File: src/rtl/count_monitor_if.sv
// Monitor-side bundle: the counter's observed inputs plus the monitor's check results.
// Handshake: no valid/ready; every rising clk edge samples count/load/data/up_down/clr.
interface count_monitor_if #(
    parameter int CNT_W = 8
);
    logic [3:0]       count;
    logic             load;
    logic [3:0]       data;
    logic             up_down;
    logic             clr;

    logic             wrap_pulse;
    logic [CNT_W-1:0] wrap_cnt;
    logic             err_pulse;
    logic [CNT_W-1:0] err_cnt;
    logic             err_sticky;
    logic             armed;
    logic [0:0]       state;

    modport master (
        output count, load, data, up_down, clr,
        input  wrap_pulse, wrap_cnt, err_pulse, err_cnt, err_sticky, armed, state
    );

    modport slave (
        input  count, load, data, up_down, clr,
        output wrap_pulse, wrap_cnt, err_pulse, err_cnt, err_sticky, armed, state
    );
endinterface

File: src/rtl/count_monitor.sv
// Checks a 4-bit up/down counter one step behind: predicts the next count from the
// controls seen at each edge and compares it with the sample at the following edge.
module count_monitor #(
    parameter int CNT_W = 8
) (
    input  logic           clk,
    input  logic           rst,
    count_monitor_if.slave mon
);

    localparam logic [0:0]       ST_INIT  = 1'b0;
    localparam logic [0:0]       ST_ARMED = 1'b1;
    localparam logic [CNT_W-1:0] CNT_MAX  = {CNT_W{1'b1}};

    logic [0:0]       state_q;
    logic [3:0]       exp_q;
    logic             wrap_pend_q;
    logic             wrap_pulse_q;
    logic             err_pulse_q;
    logic [CNT_W-1:0] wrap_cnt_q;
    logic [CNT_W-1:0] err_cnt_q;
    logic             err_sticky_q;

    logic [3:0]       exp_next;
    logic             wrap_next;
    logic             checking;
    logic             mismatch;
    logic             wrap_hit;

    // Prediction for the step the counter takes at this edge (modulo-16 arithmetic).
    always_comb begin
        exp_next  = 4'd0;
        wrap_next = 1'b0;
        if (mon.load) begin
            exp_next = mon.data;
        end else if (mon.up_down) begin
            exp_next  = mon.count + 4'd1;
            wrap_next = (mon.count == 4'd15);
        end else begin
            exp_next  = mon.count - 4'd1;
            wrap_next = (mon.count == 4'd0);
        end
    end

    // A wrap is credited only when the wrapped step was actually observed.
    always_comb begin
        checking = (state_q == ST_ARMED);
        mismatch = checking && (mon.count != exp_q);
        wrap_hit = checking && (mon.count == exp_q) && wrap_pend_q;
    end

    always_ff @(posedge clk or negedge rst) begin
        if (!rst) begin
            state_q     <= ST_INIT;
            exp_q       <= 4'd0;
            wrap_pend_q <= 1'b0;
        end else if (mon.clr) begin
            state_q     <= ST_INIT;
            exp_q       <= 4'd0;
            wrap_pend_q <= 1'b0;
        end else begin
            state_q     <= ST_ARMED;
            exp_q       <= exp_next;
            wrap_pend_q <= wrap_next;
        end
    end

    always_ff @(posedge clk or negedge rst) begin
        if (!rst) begin
            wrap_pulse_q <= 1'b0;
            err_pulse_q  <= 1'b0;
        end else if (mon.clr) begin
            wrap_pulse_q <= 1'b0;
            err_pulse_q  <= 1'b0;
        end else begin
            wrap_pulse_q <= wrap_hit;
            err_pulse_q  <= mismatch;
        end
    end

    always_ff @(posedge clk or negedge rst) begin
        if (!rst) begin
            wrap_cnt_q <= '0;
            err_cnt_q  <= '0;
        end else if (mon.clr) begin
            wrap_cnt_q <= '0;
            err_cnt_q  <= '0;
        end else begin
            if (wrap_hit && (wrap_cnt_q != CNT_MAX)) begin
                wrap_cnt_q <= wrap_cnt_q + 1'b1;
            end
            if (mismatch && (err_cnt_q != CNT_MAX)) begin
                err_cnt_q <= err_cnt_q + 1'b1;
            end
        end
    end

    always_ff @(posedge clk or negedge rst) begin
        if (!rst) begin
            err_sticky_q <= 1'b0;
        end else if (mon.clr) begin
            err_sticky_q <= 1'b0;
        end else if (mismatch) begin
            err_sticky_q <= 1'b1;
        end
    end

    assign mon.wrap_pulse = wrap_pulse_q;
    assign mon.wrap_cnt   = wrap_cnt_q;
    assign mon.err_pulse  = err_pulse_q;
    assign mon.err_cnt    = err_cnt_q;
    assign mon.err_sticky = err_sticky_q;
    assign mon.armed      = (state_q == ST_ARMED);
    assign mon.state      = state_q;

endmodule

File: src/flat_wrapper.sv
// flat-port wrapper written by rule: the top's interface ports become plain ports
module count_monitor_flat 
#(
    parameter int CNT_W = 8
)
  (clk, rst, mon_count, mon_load, mon_data, mon_up_down, mon_clr, mon_wrap_pulse, mon_wrap_cnt, mon_err_pulse, mon_err_cnt, mon_err_sticky, mon_armed, mon_state);
  count_monitor_if #(.CNT_W(CNT_W)) mon_i ();
  input  logic clk;
  input  logic rst;
  input wire logic [$bits(mon_i.count)-1:0] mon_count;
  input wire logic [$bits(mon_i.load)-1:0] mon_load;
  input wire logic [$bits(mon_i.data)-1:0] mon_data;
  input wire logic [$bits(mon_i.up_down)-1:0] mon_up_down;
  input wire logic [$bits(mon_i.clr)-1:0] mon_clr;
  output wire logic [$bits(mon_i.wrap_pulse)-1:0] mon_wrap_pulse;
  output wire logic [$bits(mon_i.wrap_cnt)-1:0] mon_wrap_cnt;
  output wire logic [$bits(mon_i.err_pulse)-1:0] mon_err_pulse;
  output wire logic [$bits(mon_i.err_cnt)-1:0] mon_err_cnt;
  output wire logic [$bits(mon_i.err_sticky)-1:0] mon_err_sticky;
  output wire logic [$bits(mon_i.armed)-1:0] mon_armed;
  output wire logic [$bits(mon_i.state)-1:0] mon_state;
  assign mon_i.count = mon_count;
  assign mon_i.load = mon_load;
  assign mon_i.data = mon_data;
  assign mon_i.up_down = mon_up_down;
  assign mon_i.clr = mon_clr;
  assign mon_wrap_pulse = mon_i.wrap_pulse;
  assign mon_wrap_cnt = mon_i.wrap_cnt;
  assign mon_err_pulse = mon_i.err_pulse;
  assign mon_err_cnt = mon_i.err_cnt;
  assign mon_err_sticky = mon_i.err_sticky;
  assign mon_armed = mon_i.armed;
  assign mon_state = mon_i.state;
  count_monitor #(.CNT_W(CNT_W)) u_core (.clk(clk), .rst(rst), .mon(mon_i));
endmodule
File: config.mk
export PLATFORM = sky130hd
export DESIGN_NAME = count_monitor_flat
export DESIGN_NICKNAME = d
export VERILOG_FILES = /design/src/rtl/count_monitor_if.sv /design/src/rtl/count_monitor.sv /design/src/flat_wrapper.sv
export SDC_FILE = /design/constraint.sdc
export NUM_CORES = 1
export LEC_CHECK = 0
export ABC_AREA = 0
export BUFFER_PORTS_ARGS = -buffer_cell sky130_fd_sc_hd__buf_2
export CORE_UTILIZATION = 52
export CTS_CLUSTER_DIAMETER = 200
export CTS_CLUSTER_SIZE = 8
export DETAILED_ROUTE_END_ITERATION = 10
export HOLD_SLACK_MARGIN = 0.12
export PLACE_DENSITY = 0.78
export SYNTH_ARGS = -nofsm -noshare
export SYNTH_HDL_FRONTEND = slang
export SYNTH_SLANG_ARGS = --single-unit
File: constraint.sdc
create_clock -name clk -period 2.4 [get_ports clk]
set_clock_uncertainty 0.2 [all_clocks]
set_input_delay 0.12 -clock clk [delete_from_list [all_inputs] [get_ports clk]]
set_output_delay 0.12 -clock clk [all_outputs]
set_load 0.02 [all_outputs]
Word-level counts from Yosys, hierarchy flattened. Cells that the tools add are included.

Bits of input ports: 13. Flip-flop bits (word level): 25. Output and inout port bits: 21.

Eq/ne operators: 5. Reduce and logical (&&, ||, !) cells: 9. Mux-type cells: 15. Add/sub/neg operators: 4.

Operator list (count): 8-bit two-way mux (4); 8-bit by 1-bit adder with 8-bit output (second input constant) (2); 8-bit inequality test (second input constant) (2); 4-bit two-way mux (3); 1-bit two-way mux (8); 2-bit nonzero test (3); 1-bit logical AND (5); 4-bit by 1-bit adder with 4-bit output (second input constant) (1); 4-bit equality test (1); 4-bit equality test (second input constant) (1); 4-bit zero test (1); 4-bit inequality test (1); 4-bit by 1-bit subtractor with 4-bit output (second input constant) (1).

Logic depth before layout (Yosys ltp). Gate-level depths: netlist of run 1.

Depth in word-level cells: 6. Mapped depth: 6. Mapped depth without buffers: 6.

Worst setup path after synthesis of run 1. OpenSTA, ideal clock, no wires.

Kind: reg-to-reg. From: reg u_core.wrap_cnt_q[0] (netlist: u_core.mon.wrap_cnt[0]). To: reg u_core.wrap_cnt_q[7] (netlist: u_core.mon.wrap_cnt[7]). Path slack: 196 ps. Arrival: 1879 ps. Cell stages (with the launch flop): 7. Setup time: 125 ps. Clock period less this slack: 2204 ps. Required time: 2075 ps. Cell sequence: dfrtp_1 > ha_1 > and4_1 > a21o_2 > clkbuf_8 > nor4_1 > mux2_2.

Longest elaborated chain between the ends: 3. Elaborated cells between the ends (all ways): 6.

Ends and longest elaborated chain: start, declared (RTL line count_monitor.sv:20) `logic [CNT_W-1:0] wrap_cnt_q;`; start signal, assigned (RTL line count_monitor.sv:90) `wrap_cnt_q <= wrap_cnt_q + 1'b1;`; 8-bit by 1-bit adder with 8-bit output or 8-bit inequality test (tied branches) (RTL line count_monitor.sv:90, count_monitor.sv:89); 8-bit two-way mux or 1-bit logical AND (tied branches) (RTL line count_monitor.sv:89) `if (wrap_hit && (wrap_cnt_q != CNT_MAX)) begin`; 8-bit two-way mux or 2-bit nonzero test (tied branches).

Several ways; a longest one is shown, not always the timed one. The select of a mux whose other input is x is not followed. A chain may end at the register's enable or synchronous reset.

Final worst setup path of run 1.
From: reg u_core.exp_q[1]. To: reg u_core.wrap_cnt_q[7] (netlist: u_core.mon.wrap_cnt[7]).

Longest elaborated chain between the ends: 5.

Ends and longest elaborated chain: start, declared (RTL line count_monitor.sv:16) `logic [3:0] exp_q;`; start signal, assigned (RTL line count_monitor.sv:63) `exp_q <= exp_next;`; 4-bit equality test (RTL line count_monitor.sv:49) `wrap_hit = checking && (mon.count == exp_q) && wrap_pend_q;`; 1-bit logical AND (2 in a row) (RTL line count_monitor.sv:49); 1-bit logical AND (RTL line count_monitor.sv:89); 2-bit nonzero test (no source line).

No other way between the ends.

==> results of run 1 <==
flip-flops by register name, summed over array words and instances (netlist names):
signal                 cells
u_core.mon.wrap_pulse      1
u_core.mon.armed           1
u_core.exp_q               4
u_core.wrap_pend_q         1
u_core.mon.err_pulse       1
u_core.mon.wrap_cnt        8
u_core.mon.err_sticky      1
u_core.mon.err_cnt         8
cell usage after synthesis, drive strengths merged (4+ instances only):
library cell / n
inv: 6
ha: 4
nand2: 6
xor2: 5
o31ai: 10
or3: 4
nand3: 8
or4: 10
a21oi: 16
buf: 4
clkbuf: 6
nor2: 9
dfrtp: 25
worst max path at each step:
stage	startpoint	to
floorplan	u_core.mon.wrap_cnt[0]$_DFFE_PN0P_	u_core.mon.wrap_cnt[7]$_DFFE_PN0P_
global placement	u_core.exp_q[1]$_DFF_PN0_	u_core.mon.wrap_cnt[7]$_DFFE_PN0P_
detailed placement	u_core.exp_q[1]$_DFF_PN0_	u_core.mon.wrap_cnt[7]$_DFFE_PN0P_
CTS	u_core.mon.err_cnt[4]$_DFFE_PN0P_	u_core.mon.err_cnt[0]$_DFFE_PN0P_
global route	u_core.exp_q[1]$_DFF_PN0_	u_core.mon.err_cnt[0]$_DFFE_PN0P_
finish	u_core.exp_q[1]$_DFF_PN0_	u_core.mon.wrap_cnt[7]$_DFFE_PN0P_
critical path, delay by kind of cell (launching register included):
kind	cells	cell delay (ns)
simple gates	2	1.02
flops	1	0.40
mux	1	0.37
xor+xnor	1	0.17
power groups by stage:
stage	Sequential, mW	Clock, mW	Combinational (mW)
3_3_place_gp	0.449	0	0.110
4_1_cts	0.442	0.214	0.153
3_5_place_dp	0.450	0	0.114
6_report	0.442	0.217	0.155
2_1_floorplan	0.457	0	0.0680
5_1_grt	0.443	0.229	0.172
stage by stage:
stage               power (mW)  util, %  instances
floorplan                0.525        -        142
global placement         0.559     61.5        197
detailed placement       0.564     61.5        197
CTS                      0.809     72.4        225
global route             0.844     73.4        228
finish                   0.814     73.4        228
logic make-up after synthesis:
kind of cell / after synthesis
flops: 25
fa+ha+maj: 5
simple gates: 49
compound gates: 37
mux: 3
xor+xnor: 7
buf+inv: 16
layout make-up:
class	count	area, um^2	share of cell area (%)
Tap cell	30	37.5	2.03
Inverter	6	22.5	1.22
Sequential cell	25	626	33.8
Clock inverter	1	8.76	0.473
Multi-Input combinational cell	101	692	37.4
Timing Repair Buffer	62	443	23.9
Clock buffer	3	22.5	1.22
timing repair:
item	CTS	global route
endpoints found under the hold margin	47	0
endpoints found under the setup margin	1	1
resized for setup	1	2
buffers inserted	0	3
hold buffers	24	0
layer usage:
layer,vias up,track usage (%),wire length [um]
met5,-,0,0
li1,637,-,-
met4,0,6.41,25
met1,645,31.3,1410
met3,4,2.54,90
met2,36,45.3,1720
==> summary.txt, run 1 <==
Synthesis
  – Synth warn: 0
  – Compound-Gate Fraction of Synth Area: 16.8%
  – Post-synthesis simple-gate area fraction: 19.9%
  – Main combinational cell family by area after synthesis: simple AND/OR/NAND/NOR gates
  – EDFF count, synth: 0
  – Register area share after synthesis: approximately 45%
  – Synth top area share: 44.5%
  – #FFs+latches synth: 25
  – Post-synth top area cell: dfrtp_1
  – Synth Area in Adders: about 5%
  – Post-synthesis cell type count: 36
  – Syn Inst Count: 142
  – Synthesized area: 1410 um^2
  – Xor and xnor area share after synthesis: 4.36%
  – Synthesized Nets: 160
  – Asr flop ratio synth: 100%
  – Main synth FF type: dfrtp_1
  – Syn Area/Cell: 9.90 um^2
  – Top cells by area, synth: dfrtp_1, a21oi_1, o31ai_1
  – Mux cell area share after synthesis: ~2.2%

Route
  – Final WL: 3240 um
  – DR DRC count: 0
  – Via count: 1322
  – Vias/cell: 5.80
  – Initial DRC count: 31
  – WL per Instance: 14.2 um
  – ANT nets after route: 0
  – First-pass iteration count of the detailed router: 4

Clock network
  – CTS max path bufs: 2
  – H-tree Lvls: 1
  – Clk root buf: clkbuf_4
  – CTS buffer count: 3
  – Sink Count: 25
  – Worst-path clk slew: 0.17 ns
  – CTS tree: built
  – Worst skew pair latency: 0.33 ns

Outcome
  – Status: finished, final reports clean

Placed design
  – Final HPWL DP: a little under 2000 um
  – Placed Area: 1550 um^2
  – IO buf count: 33
  – RD Place Congestion: slightly above 0.8
  – Pre-CTS setup slack: 0.00202 ns

Hold path
  – Hold crit path type: primary input to register
  – Hold path startpoint: mon_count[2]
  – Hold endpoint: u_core.mon.err_cnt[7]$_DFFE_PN0P_
  – Hold-critical path depth: 5

Floorplanning
  – Core ar.: roughly 2500 um^2
  – Io pins: 34
  – Die height: 54.0 um
  – Row count: 18
  – Full die area: ~2900 um^2
  – DIE WIDTH: 54.0 um
  – Initial Util: 55.7%

Timing
  – # setup viols final: 0
  – Setup TNS: 0 ns
  – Tcrit/Tclk final: a little over nine tenths
  – RSZ-0062 raised after global routing: no
  – Final Hold Vio Count: 0
  – Setup ws final: 0.141 ns
  – Minimum clock period: 2.26 ns
  – Slew of the pin with the lowest slew margin: between 1 and 1.5 ns
  – Max_slew headroom: 32.5%
  – Hold Worst Slack: 0.323 ns
  – Final Slew Violations: 0
  – Max Freq: 0.443 GHz

Layout
  – Filler cell count: ~200
  – Final-stage net count: 217
  – Ant diodes: 0
  – Layout area overhead: 31.8%
  – Most frequent cells in the layout: buf_2, dfrtp_1, dlygate4sd3_1
  – Most common cell after layout, fill and taps aside: buf_2
  – Design area: 1850 um^2
  – Layout cell share with drive strength beyond 1: between 20% and 30%

Worst setup path
  – Worst R2R Setup Slack: 0.14 ns
  – Worst Setup Start Kind: register
  – CP required: 2.44 ns
  – CP peak stage delay: 0.64 ns
  – Crit path capture type: register
  – R2r worst-path depth: 4
  – Setup CP Type: register to register
  – Worst Path Arrival: 2.30 ns
  – CP max FO: 15
  – Origin of the critical flop-to-flop path: u_core.exp_q[1]$_DFF_PN0_
  – Reg-to-reg critical path endpoint: u_core.mon.wrap_cnt[7]$_DFFE_PN0P_
  – Crit-path slowest cell: or4_4
  – CP cell instances: xor2_1, or4_4, nor4_1, mux2_2

Power and ir drop
  – Static Leak: 0.872 nW
  – Pwr/cell area: 439 nW/um^2
  – Design internal power: 0.577 mW
  – Switching Share: 29.1%
  – Peak VDD IR: between 0.3 and 0.4 mV
  – Flop pwr share: 54.3%
  – Gate power share: 19.0%
  – Clock power frac: 26.7%
  – P_sw: 0.237 mW

Global routing
  – Initial antenna violation count: 0
  – First-pass GRT wire length: 5270 um
  – Pin count of the biggest net entering global routing: 24
  – Gr ovfl total: 0
  – Vias in the first global route: 1233
  – GRT Total Usage: between 20 and 25%

Run
  – Max_cap viols: 0
No activity file was read; power rests on OpenSTA's default activity.
==> run 2, diff against run 1 <==
Settings changed: CORE_MARGIN set to 2, CORE_UTILIZATION 52 to 55, PLACE_DENSITY 0.78 to 0.82.
Clock period 2.4 ns to 2.6 ns, I/O delays scaled along.
==> summary.txt, run 2 (same netlist as run 1, synthesis figures left out) <==
Outcome
  – Status: finished, final reports clean

Global routing
  – Met2 global-route usage: 43.2%
  – Met3 usage: 2.46%
  – Pin count of the biggest net entering global routing: 26
  – Vias in the first global route: 1133
  – GR peak layer: met2
  – First-pass GRT wire length: 5020 um
  – Gr ovfl total: 0
  – Routing usage on met1: 29.3%
  – GRT Total Usage: 24.1%
  – Initial antenna violation count: 0

Timing
  – RSZ-0062 raised after global routing: no
  – Max Freq: 0.421 GHz
  – Setup ws final: 0.224 ns
  – # setup viols final: 0
  – Slew of the pin with the lowest slew margin: 0.552 ns
  – Final Slew Violations: 0
  – Tcrit/Tclk final: 91.4%
  – Final Hold Vio Count: 0
  – Setup TNS: 0 ns
  – Minimum clock period: 2.38 ns
  – Max_slew headroom: 63.2%

Worst setup path
  – Worst Setup Start Kind: register
  – Crit-path slowest cell: or4_1
  – CP required: 2.61 ns
  – Worst R2R Setup Slack: between 0.2 and 0.25 ns
  – CP peak stage delay: 0.76 ns
  – Crit path capture type: register
  – Setup CP Type: register to register
  – Worst Path Arrival: 2.39 ns
  – CP max FO: 17
  – CP cell instances: xor2_1, or4_1, nor4_1, mux2_2

Route
  – Initial DRC count: 21
  – Final WL: 3120 um
  – DR DRC count: 0
  – Vias/cell: 5.97
  – Via count: 1290
  – ANT nets after route: 0
  – First-pass iteration count of the detailed router: 4
  – WL per Instance: 14.4 um

Placed design
  – Pre-CTS setup slack: 0.235 ns
  – IO buf count: 33
  – Final HPWL DP: 2100 um
  – RD Place Congestion: 0.791
  – Dpl cells: 196

Floorplanning
  – Io pins: 34
  – Row count: 18
  – Core ar.: between 2000 and 2500 um^2
  – Die height: 54.5 um
  – DIE WIDTH: 54.5 um
  – Full die area: 2980 um^2
  – Initial Util: 57.2%

Hold path
  – Hold crit path type: primary input to async pin

Power and ir drop
  – Pwr/cell area: 411 nW/um^2
  – Power, Total: slightly above 0.7 mW
  – Peak VDD IR: between 0.3 and 0.4 mV
  – Static Leak: 0.806 nW

Clock network
  – Sink Count: 25
  – CTS tree: built
  – Clk root buf: clkbuf_4
  – H-tree Lvls: 1
  – Worst-path clk slew: ~0.13 ns
  – CTS buffer count: 3
  – Worst skew pair latency: 0.31 ns
  – Total setup buffers inserted after CTS: 0
  – CTS max path bufs: 2

Layout
  – Fin util: between 70% and 80%
  – Fin cells: 216
  – Layout cell share with drive strength beyond 1: between 20% and 30%
  – Final-stage net count: 205
  – Layout area overhead: 23.3%
  – Most common cell after layout, fill and taps aside: buf_2
  – Ant diodes: 0
  – Most frequent cells in the layout: buf_2, dfrtp_1, a21oi_1, dlygate4sd3_1, o31ai_1

Run
  – Max_cap viols: 0
run 2: stage by stage:
| stage | instance area [um^2] | hold WS [ns] |
|---|---|---|
| 6_report | 1730 | 0.110 |
| 5_1_grt | 1730 | 0.166 |
| 4_1_cts | 1730 | 0.127 |
| 3_5_place_dp | 1540 | -0.0512 |
| 3_3_place_gp | 1540 | -0.0569 |
| 2_1_floorplan | 1410 | -0.366 |
run 2: what timing repair did:
action,in CTS,in global routing
endpoints found under the hold margin,47,0
hold buffers,16,0
setup endpoints to repair,0,1
gates resized for setup,0,1
run 2: metal layers:
| metal | up-vias | routed length, um |
|---|---|---|
| li1 | 619 | - |
| met1 | 634 | 1260 |
| met2 | 31 | 1710 |
| met3 | 6 | 93 |
| met4 | 0 | 48 |
| met5 | - | 0 |
run 2: final timing paths:
| path | from | to | cells past startpoint |
|---|---|---|---|
| min in group clk | mon_count[2] | u_core.mon.err_pulse$_DFF_PN0_ | 5 |
| max in group asynchronous | rst | u_core.mon.wrap_cnt[1]$_DFFE_PN0P_ | 2 |
| max | u_core.exp_q[1]$_DFF_PN0_ | u_core.mon.wrap_cnt[7]$_DFFE_PN0P_ | 4 |
| min | rst | u_core.mon.err_cnt[4]$_DFFE_PN0P_ | 2 |
| max reg2reg | u_core.exp_q[1]$_DFF_PN0_ | u_core.mon.wrap_cnt[7]$_DFFE_PN0P_ | 4 |
| min reg2reg | u_core.mon.err_sticky$_DFFE_PN0P_ | u_core.mon.err_sticky$_DFFE_PN0P_ | 2 |
run 2: where the power goes:
group | internal [mW] | switching [mW] | total (mW) | leakage [nW]
Sequential | 0.400 | 0.00836 | 0.408 | 0.339
Combinational | 0.0588 | 0.0725 | 0.131 | 0.452
Clock | 0.0600 | 0.112 | 0.172 | 0.0150
run 2: critical path, delay by kind of cell (launching register included):
family,cells,cell delay [ns]
simple gates,2,1.14
flops,1,0.39
xor+xnor,1,0.17
mux,1,0.37
run 2: area by class of cell:
| cell class | count | area, um^2 |
|---|---|---|
| fillers | 189 | 722 |
| flip-flops and latches | 25 | 626 |
| multi-input cells | 101 | 686 |
| well taps | 30 | 37.5 |
| clock buffers | 4 | 26.3 |
| inverters | 6 | 22.5 |
| repair buffers | 50 | 335 |
